===== src/rtl/preif_pc_gen_if.sv =====
// Fetch PC generator bus: stall/redirect/prediction inputs and the registered fetch request.
// master = pipeline side driving the generator, slave = the PC generator itself.
interface preif_pc_gen_if;
    logic        PREIF_Wr;
    logic        Exc_Redirect;
    logic [31:0] Exc_Target;
    logic        EXE_Redirect;
    logic [31:0] EXE_Target;
    logic        BPU_Valid;
    logic        BPU_Taken;
    logic [31:0] BPU_Target;
    logic [31:0] PREIF_PC;
    logic        PREIF_Valid;
    logic        IF_Flush;
    logic        PC_Misalign;

    modport master (
        output PREIF_Wr, Exc_Redirect, Exc_Target, EXE_Redirect, EXE_Target,
        output BPU_Valid, BPU_Taken, BPU_Target,
        input  PREIF_PC, PREIF_Valid, IF_Flush, PC_Misalign
    );

    modport slave (
        input  PREIF_Wr, Exc_Redirect, Exc_Target, EXE_Redirect, EXE_Target,
        input  BPU_Valid, BPU_Taken, BPU_Target,
        output PREIF_PC, PREIF_Valid, IF_Flush, PC_Misalign
    );
endinterface


===== src/rtl/preif_pc_gen.sv =====
// Pre-IF fetch PC generator: redirect priority, stall-time redirect latching, forced exception.
// Define PREIF_PCGEN_BPU_EN to let taken branch predictions steer the sequential path.
module preif_pc_gen #(
    parameter logic [31:0] RESET_PC     = 32'hBFC0_0000,
    parameter int unsigned EXC_HOLD_MAX = 4
) (
    input logic           clk,
    input logic           rst,
    preif_pc_gen_if.slave bus
);

    localparam int unsigned HoldW = (EXC_HOLD_MAX < 2) ? 1 : $clog2(EXC_HOLD_MAX + 1);

    typedef enum logic [1:0] {StRun, StPendExe, StPendExc} state_e;

    state_e           state_q, state_d;
    logic [31:0]      pc_q, pc_d;
    logic [31:0]      tgt_q, tgt_d;
    logic [31:0]      sel_pc;
    logic [HoldW-1:0] hold_q, hold_d;
    logic             warm_q, valid_q;
    logic             flush_q, flush_d;
    logic             sel_redir;
    logic             hold_hit;
    logic             load;

    // State register
    always_ff @(posedge clk) begin
        if (!rst) begin
            state_q <= StRun;
            pc_q    <= RESET_PC;
            tgt_q   <= '0;
            hold_q  <= '0;
            warm_q  <= 1'b0;
            valid_q <= 1'b0;
            flush_q <= 1'b0;
        end else begin
            state_q <= state_d;
            pc_q    <= pc_d;
            tgt_q   <= tgt_d;
            hold_q  <= hold_d;
            warm_q  <= 1'b1;
            valid_q <= warm_q;
            flush_q <= flush_d;
        end
    end

    // Candidate next PC; a latched exception outranks a live EXE redirect
    always_comb begin
        sel_redir = 1'b1;
        sel_pc    = pc_q + 32'd4;
        if (bus.Exc_Redirect) begin
            sel_pc = bus.Exc_Target;
        end else if (state_q == StPendExc) begin
            sel_pc = tgt_q;
        end else if (bus.EXE_Redirect) begin
            sel_pc = bus.EXE_Target;
        end else if (state_q == StPendExe) begin
            sel_pc = tgt_q;
        end else begin
            sel_redir = 1'b0;
`ifdef PREIF_PCGEN_BPU_EN
            if (bus.BPU_Valid && bus.BPU_Taken) begin
                sel_pc = bus.BPU_Target;
            end
`endif
        end
    end

`ifndef PREIF_PCGEN_BPU_EN
    logic unused_bpu;
    assign unused_bpu = ^{bus.BPU_Valid, bus.BPU_Taken, bus.BPU_Target};
`endif

    assign hold_hit = (state_q == StPendExc) && ((32'(hold_q) + 32'd1) >= EXC_HOLD_MAX);
    assign load     = bus.PREIF_Wr || hold_hit;

    // Next state and datapath
    always_comb begin
        state_d = state_q;
        pc_d    = pc_q;
        tgt_d   = tgt_q;
        hold_d  = '0;
        flush_d = 1'b0;
        if (load) begin
            pc_d    = sel_pc;
            flush_d = sel_redir;
            state_d = StRun;
        end else begin
            // Stalled: keep the PC, latch the winning redirect
            if (state_q == StPendExc) begin
                hold_d = hold_q + HoldW'(1);
            end
            if (bus.Exc_Redirect) begin
                tgt_d   = bus.Exc_Target;
                state_d = StPendExc;
            end else if (bus.EXE_Redirect && (state_q != StPendExc)) begin
                tgt_d   = bus.EXE_Target;
                state_d = StPendExe;
            end
        end
    end

    // Outputs
    always_comb begin
        bus.PREIF_PC    = pc_q;
        bus.PREIF_Valid = valid_q;
        bus.IF_Flush    = flush_q;
        bus.PC_Misalign = |pc_q[1:0];
    end

endmodule


===== src/flat_wrapper.sv =====
// flat-port wrapper written by rule: the top's interface ports become plain ports
module preif_pc_gen_flat 
#(
    parameter logic [31:0] RESET_PC     = 32'hBFC0_0000,
    parameter int unsigned EXC_HOLD_MAX = 4
)
  (clk, rst, bus_PREIF_Wr, bus_Exc_Redirect, bus_Exc_Target, bus_EXE_Redirect, bus_EXE_Target, bus_BPU_Valid, bus_BPU_Taken, bus_BPU_Target, bus_PREIF_PC, bus_PREIF_Valid, bus_IF_Flush, bus_PC_Misalign);
  preif_pc_gen_if bus_i ();
  input logic clk;
  input logic rst;
  input wire logic [$bits(bus_i.PREIF_Wr)-1:0] bus_PREIF_Wr;
  input wire logic [$bits(bus_i.Exc_Redirect)-1:0] bus_Exc_Redirect;
  input wire logic [$bits(bus_i.Exc_Target)-1:0] bus_Exc_Target;
  input wire logic [$bits(bus_i.EXE_Redirect)-1:0] bus_EXE_Redirect;
  input wire logic [$bits(bus_i.EXE_Target)-1:0] bus_EXE_Target;
  input wire logic [$bits(bus_i.BPU_Valid)-1:0] bus_BPU_Valid;
  input wire logic [$bits(bus_i.BPU_Taken)-1:0] bus_BPU_Taken;
  input wire logic [$bits(bus_i.BPU_Target)-1:0] bus_BPU_Target;
  output wire logic [$bits(bus_i.PREIF_PC)-1:0] bus_PREIF_PC;
  output wire logic [$bits(bus_i.PREIF_Valid)-1:0] bus_PREIF_Valid;
  output wire logic [$bits(bus_i.IF_Flush)-1:0] bus_IF_Flush;
  output wire logic [$bits(bus_i.PC_Misalign)-1:0] bus_PC_Misalign;
  assign bus_i.PREIF_Wr = bus_PREIF_Wr;
  assign bus_i.Exc_Redirect = bus_Exc_Redirect;
  assign bus_i.Exc_Target = bus_Exc_Target;
  assign bus_i.EXE_Redirect = bus_EXE_Redirect;
  assign bus_i.EXE_Target = bus_EXE_Target;
  assign bus_i.BPU_Valid = bus_BPU_Valid;
  assign bus_i.BPU_Taken = bus_BPU_Taken;
  assign bus_i.BPU_Target = bus_BPU_Target;
  assign bus_PREIF_PC = bus_i.PREIF_PC;
  assign bus_PREIF_Valid = bus_i.PREIF_Valid;
  assign bus_IF_Flush = bus_i.IF_Flush;
  assign bus_PC_Misalign = bus_i.PC_Misalign;
  preif_pc_gen #(.RESET_PC(RESET_PC), .EXC_HOLD_MAX(EXC_HOLD_MAX)) u_core (.clk(clk), .rst(rst), .bus(bus_i));
endmodule

===== config.mk =====
export PLATFORM = sky130hd
export DESIGN_NAME = preif_pc_gen_flat
export DESIGN_NICKNAME = d
export VERILOG_FILES = /design/src/rtl/preif_pc_gen_if.sv /design/src/rtl/preif_pc_gen.sv /design/src/flat_wrapper.sv
export SDC_FILE = /design/constraint.sdc
export NUM_CORES = 1
export LEC_CHECK = 0
export ABC_CLOCK_PERIOD_IN_PS = 5900
export CORE_MARGIN = 4
export CORE_UTILIZATION = 25
export DETAILED_ROUTE_END_ITERATION = 8
export PLACE_DENSITY_LB_ADDON = 0.2
export RECOVER_POWER = 100
export SYNTH_ARGS = -nofsm -noshare
export SYNTH_HDL_FRONTEND = slang
export SYNTH_SLANG_ARGS = --single-unit

===== constraint.sdc =====
create_clock -name clk -period 5.9 [get_ports clk]
set_input_delay 0.59 -clock clk [delete_from_list [all_inputs] [get_ports clk]]
set_output_delay 0.59 -clock clk [all_outputs]
set_load 0.01 [all_outputs]

Word level (Yosys, flattened, before mapping)
Cells that the tools add are included.
- bits in registers: 72
- output and inout bits: 35
- word-level logic and storage cells: 41
- add/sub/neg operators: 3
- order comparisons: 1
- eq/ne operators: 3
- multiplexer cells: 13
- bitwise gates (word level): 3
- reduce and logical (&&, ||, !) cells: 10
- operator list (cell ; count):
    $mux 32 ; 6
    $add 32x3->32 const B ; 1
    $ge 32x3->1 const B ; 1
    $reduce_or 3->1 ; 2
    $mux 1 ; 5
    $add 3x1->4 const B ; 1
    $mux 2 ; 2
    $reduce_and 2->1 ; 2
    $reduce_or 2->1 ; 2
    $add 3x1->3 const B ; 1
    $not 1->1 ; 3
    $eq 2x1->1 const B ; 1
    $eq 2x2->1 const B ; 1
    $logic_and 1x1->1 ; 2
    $ne 2x2->1 const B ; 1
    $reduce_bool 2->1 ; 1
    $logic_or 1x1->1 ; 1

Longest topological paths before layout
- depth after elaboration: 6
- depth in mapped cells: 10
- mapped depth without buffers: 7

Worst setup path after synthesis
Ideal clock, no wire load.
- path type: register to register
- start point: register u_core.state_q[1]
- end point: register u_core.pc_q[26], in the netlist u_core.bus.PREIF_PC[26]
- library setup time: 0.078 ns
- arrival: 1.853 ns
- path slack: 3.969 ns
- cell stages (with the launch flop): 10
- clock period less this slack: 1.931 ns
- cell sequence: dfxtp_1 > inv_1 > ha_1 > clkbuf_1 > nor2b_1 > nor2_1 > buf_2 > o221ai_1 > a41o_1 > nor3_1
- word-level cells in the longest chain between the ends: 5
- elaborated cells between the ends (all ways): 8
- classes of those cells: eq/ne: 2; mux: 4; reduce/logical: 2
- ends and longest elaborated chain (element ; line ; source):
    from (decl) ; preif_pc_gen.sv:16 ; state_e state_q, state_d;
    from (signal assigned) ; preif_pc_gen.sv:30 ; state_q <= StRun;
    from (signal assigned) ; preif_pc_gen.sv:38 ; state_q <= state_d;
    $eq 2x1->1 ; preif_pc_gen.sv:58 ; end else if (state_q == StPendExe) begin
    $mux 32 ; preif_pc_gen.sv:58 ;
    $mux 32 ; preif_pc_gen.sv:56 ; end else if (bus.EXE_Redirect) begin
    $mux 32 ; preif_pc_gen.sv:54 ; end else if (state_q == StPendExc) begin
    $mux 32 ; preif_pc_gen.sv:52 ; if (bus.Exc_Redirect) begin
    to (signal assigned) ; preif_pc_gen.sv:39 ; pc_q <= pc_d;
    to (decl) ; preif_pc_gen.sv:17 ; logic [31:0] pc_q, pc_d;
Several ways; a longest one is shown, not always the timed one.
A chain may end at the register's enable or synchronous reset.

Worst setup path in the final report
- start point: input bus_EXE_Redirect
- end point: register u_core.tgt_q[8]
- word-level cells in the longest chain between the ends: 3
- ends and longest elaborated chain (element ; line ; source):
    from (decl) ; flat_wrapper.sv:14 ; input wire logic [$bits(bus_i.EXE_Redirect)-1:0] bus_EXE_Redirect;
    $logic_and 1x1->1 ; preif_pc_gen.sv:97 ; end else if (bus.EXE_Redirect && (state_q != StPendExc)) begin
    $reduce_bool 2->1 (no line) ; n/a ;
    $reduce_and 2->1 (no line) ; n/a ;
    to (signal assigned) ; preif_pc_gen.sv:40 ; tgt_q <= tgt_d;
    to (decl) ; preif_pc_gen.sv:18 ; logic [31:0] tgt_q, tgt_d;
No other way between the ends.

==> out/metrics.cfg <==
[synthesis]
ys_seq_area_share_pct=32.67
ys.warnings.count=0
post_synth.cell_area_avg_sq_um=7.892
ys.flop_type=dfxtp_1
synth.top_cell.area_share_pct=32.67
yosysTopAreaCell=dfxtp_1
synth.top_cells.by_area=dfxtp_1, nor2_1, nand2_1
async_flop_share_pct=0
syn_nets=666
syn_area_sq_mm=0.004412
yosysMostFrequentCell=nor2_1
yosysUniqueCellTypes=71
ys_seq_elements=72
synth_edf_count=0
synth_cells=559
yosys-top-cells-count=nor2_1, dfxtp_1, nand2_1

[pwr]
vdd_drop_max_mv=0.1494
power_density_mw_per_mm2=246.3
leakage_uw=0.002238

[setup_path]
path_buf_inv=2
crit_top_cell=nor2_1
endpoint_kind=flip-flop
cpPeakStageDelay_ns=1.54
regToRegSetupSlack_ns=1.86
crit_required_ns=6.15
critPathSlowestCell=nor3_1
r2r_end=u_core.tgt_q[8]
worstPathMaxFanout=45
crit_arrival_ns=4.38
ff2ff_path_depth=9
criticalPathCategory=input port to flip-flop
crit_family=simple AND/OR/NAND/NOR gates
path_cells=clkdlybuf4s50_1 > nor2b_1 > nor2_1 > nor3_1 > buf_4 > nor2_1 > a311oi_1
r2r-start=u_core.state_q[0]
start_kind=input port

[timing]
drv_slew=20
fmax_mhz=241.8
max-slew-margin-rel_pct=-34.53
setup_slack_ns=1.764
fin_setup_tns_ns=0
period_share_pct=70.10
finalHoldViolations=0
finalSetupViolCount=0
rsz0062_at_grt=false
finClkSkew_ns=0.009785
tightest_slew_ns=2.003
period_needed_ns=4.136

[cells_and_area]
fin_nets=748
seq_area_sq_mm=0.001441
drive_above_1_share_pct=6.347
post-route-util_pct=34.11
multi_input_area_sq_mm=0.002734
areaGrowthSynthToFinish_pct=33.75
num_antenna_cells=0
fill_cells=1811

[floorplanning]
io_pins=138
initial_core_util_pct=25.51
core_area_sq_mm=0.01730
die_area_sq_mm=0.01984
chipHeight_um=140.8
rows=48
die_x_um=140.8

[clock_network]
tritoncts=yes
root_buffer=clkbuf_16
cts.path.max_buffers=2
htreeDepth=3
cts_hold_buf=0
clk_latency_ns=0.35
post_cts_resized=0
clk_pin_slew_ns=0.06
cts_sinks=72
cts_setup_buffers=0
numCtsBuffers=9

[placement]
place_ws_ns=2.363
place_congestion=0.8255
port-buffer-count=103
hpwl_mm=11.89

[run_status]
violations=capacitance limit, slew limit
status=complete, but fails checks

[worst_hold_path]
min_path_cells=1
min_path_type=flip-flop to flip-flop
worstHoldStart=u_core.warm_q
holdPathEnd=u_core.bus.PREIF_Valid

[route]
dr.pass1.iters=5
ant_nets=0
via_count=4800
drt_iter0_drc=338
wl_mm=17.23
via_per_inst=5.511
drcViolationCount=0
wl_per_cell_um=19.78

[global_routing]
antenna_found_initial=0
grt_usage_pct=17.41
grt_max_degree=64
grt_remaining_overflow=0
grt_pass1_vias=4679
grt_pass1_wl_mm=26.94

[run]
max-cap-violations=1

## worst max-delay path by stage
stage	slack [ns]	cells past startpoint	start	endpoint
after floorplan	3.97	9	u_core.state_q[1]	u_core.bus.PREIF_PC[26]
after global placement	2.50	7	bus_EXE_Redirect	u_core.tgt_q[2]
after detailed placement	2.36	7	bus_EXE_Redirect	u_core.tgt_q[8]
after CTS	2.73	7	bus_EXE_Redirect	u_core.tgt_q[8]
after global routing	1.31	7	bus_EXE_Redirect	u_core.tgt_q[17]
final	1.76	7	bus_EXE_Redirect	u_core.tgt_q[8]
## final cells by class
cell class / instances / share of cell area, %
clock inverters: 2 / 0.6361
clock buffers: 14 / 4.474
repair buffers: 113 / 18.53
well taps: 225 / 4.771
inverters: 13 / 0.8270
multi-input cells: 432 / 46.33
flip-flops and latches: 72 / 24.43
## state kept, by name, summed over array words and instances (netlist names)
signal                  cells
u_core.bus.PREIF_PC        32
u_core.bus.PREIF_Valid      1
u_core.tgt_q               32
u_core.hold_q               3
u_core.bus.IF_Flush         1
u_core.state_q              2
u_core.warm_q               1
## report_power, final
group	switching (uW)	internal (uW)
Sequential	45.5	527
Combinational	163	144
Clock	222	351
## layout by cell type, fill, tap and decap left out, drive strengths merged, types with 4 or more instances in the layout
cell type and n:
nor2 74, dfxtp 72, nand2 67, clkdlybuf4s50 65, dlygate4sd3 37, a21oi 29
a311oi 25, o21ai 23, mux2i 20, a211oi 16, clkbuf 16, o221ai 14
nand3 13, inv 12, nor3 12, o211ai 11, a31oi 11, buf 9
and3 8, nand4 7, nor4 7, xor2 6, nor2b 5, xnor2 5
a22oi 5, and2 5, a22o 4, a2bb2oi 4, a221o 4, a221oi 4
ha 4
## logic make-up (layout without fill, tap and decap cells)
kind of cell    count (synthesis)  count (layout)  synth area share (%)
mux                            22              22                 5.048
buf+inv                        55             142                 5.020
other cells                     1               1               0.08500
compound gates                182             182                 30.71
fa+ha+maj                       4               4                 1.134
flops                          72              72                 32.67
xor+xnor                       11              11                 2.184
simple gates                  212             212                 23.14
## per-layer routing
metal / share of wire [%] / vias up / GRT usage, %
li1: - / 2292 / -
met1: 46 / 2341 / 23.37
met2: 47 / 151 / 27.85
met3: 5.8 / 16 / 3.901
met4: 1.4 / 0 / 5.507
met5: 0 / - / 0
## metrics by stage
step,cell area (sq um),std cells,power [uW],hold slack [ns]
detailed placement,5630,855,900.1,0.4195
floorplan,4412,559,742.8,0.4119
global placement,5630,855,892.8,0.4140
CTS,5932,871,1475,0.4320
finish,5901,871,1453,0.4301
global route,5901,871,1517,0.4476
(Power assumes the default switching activity.)
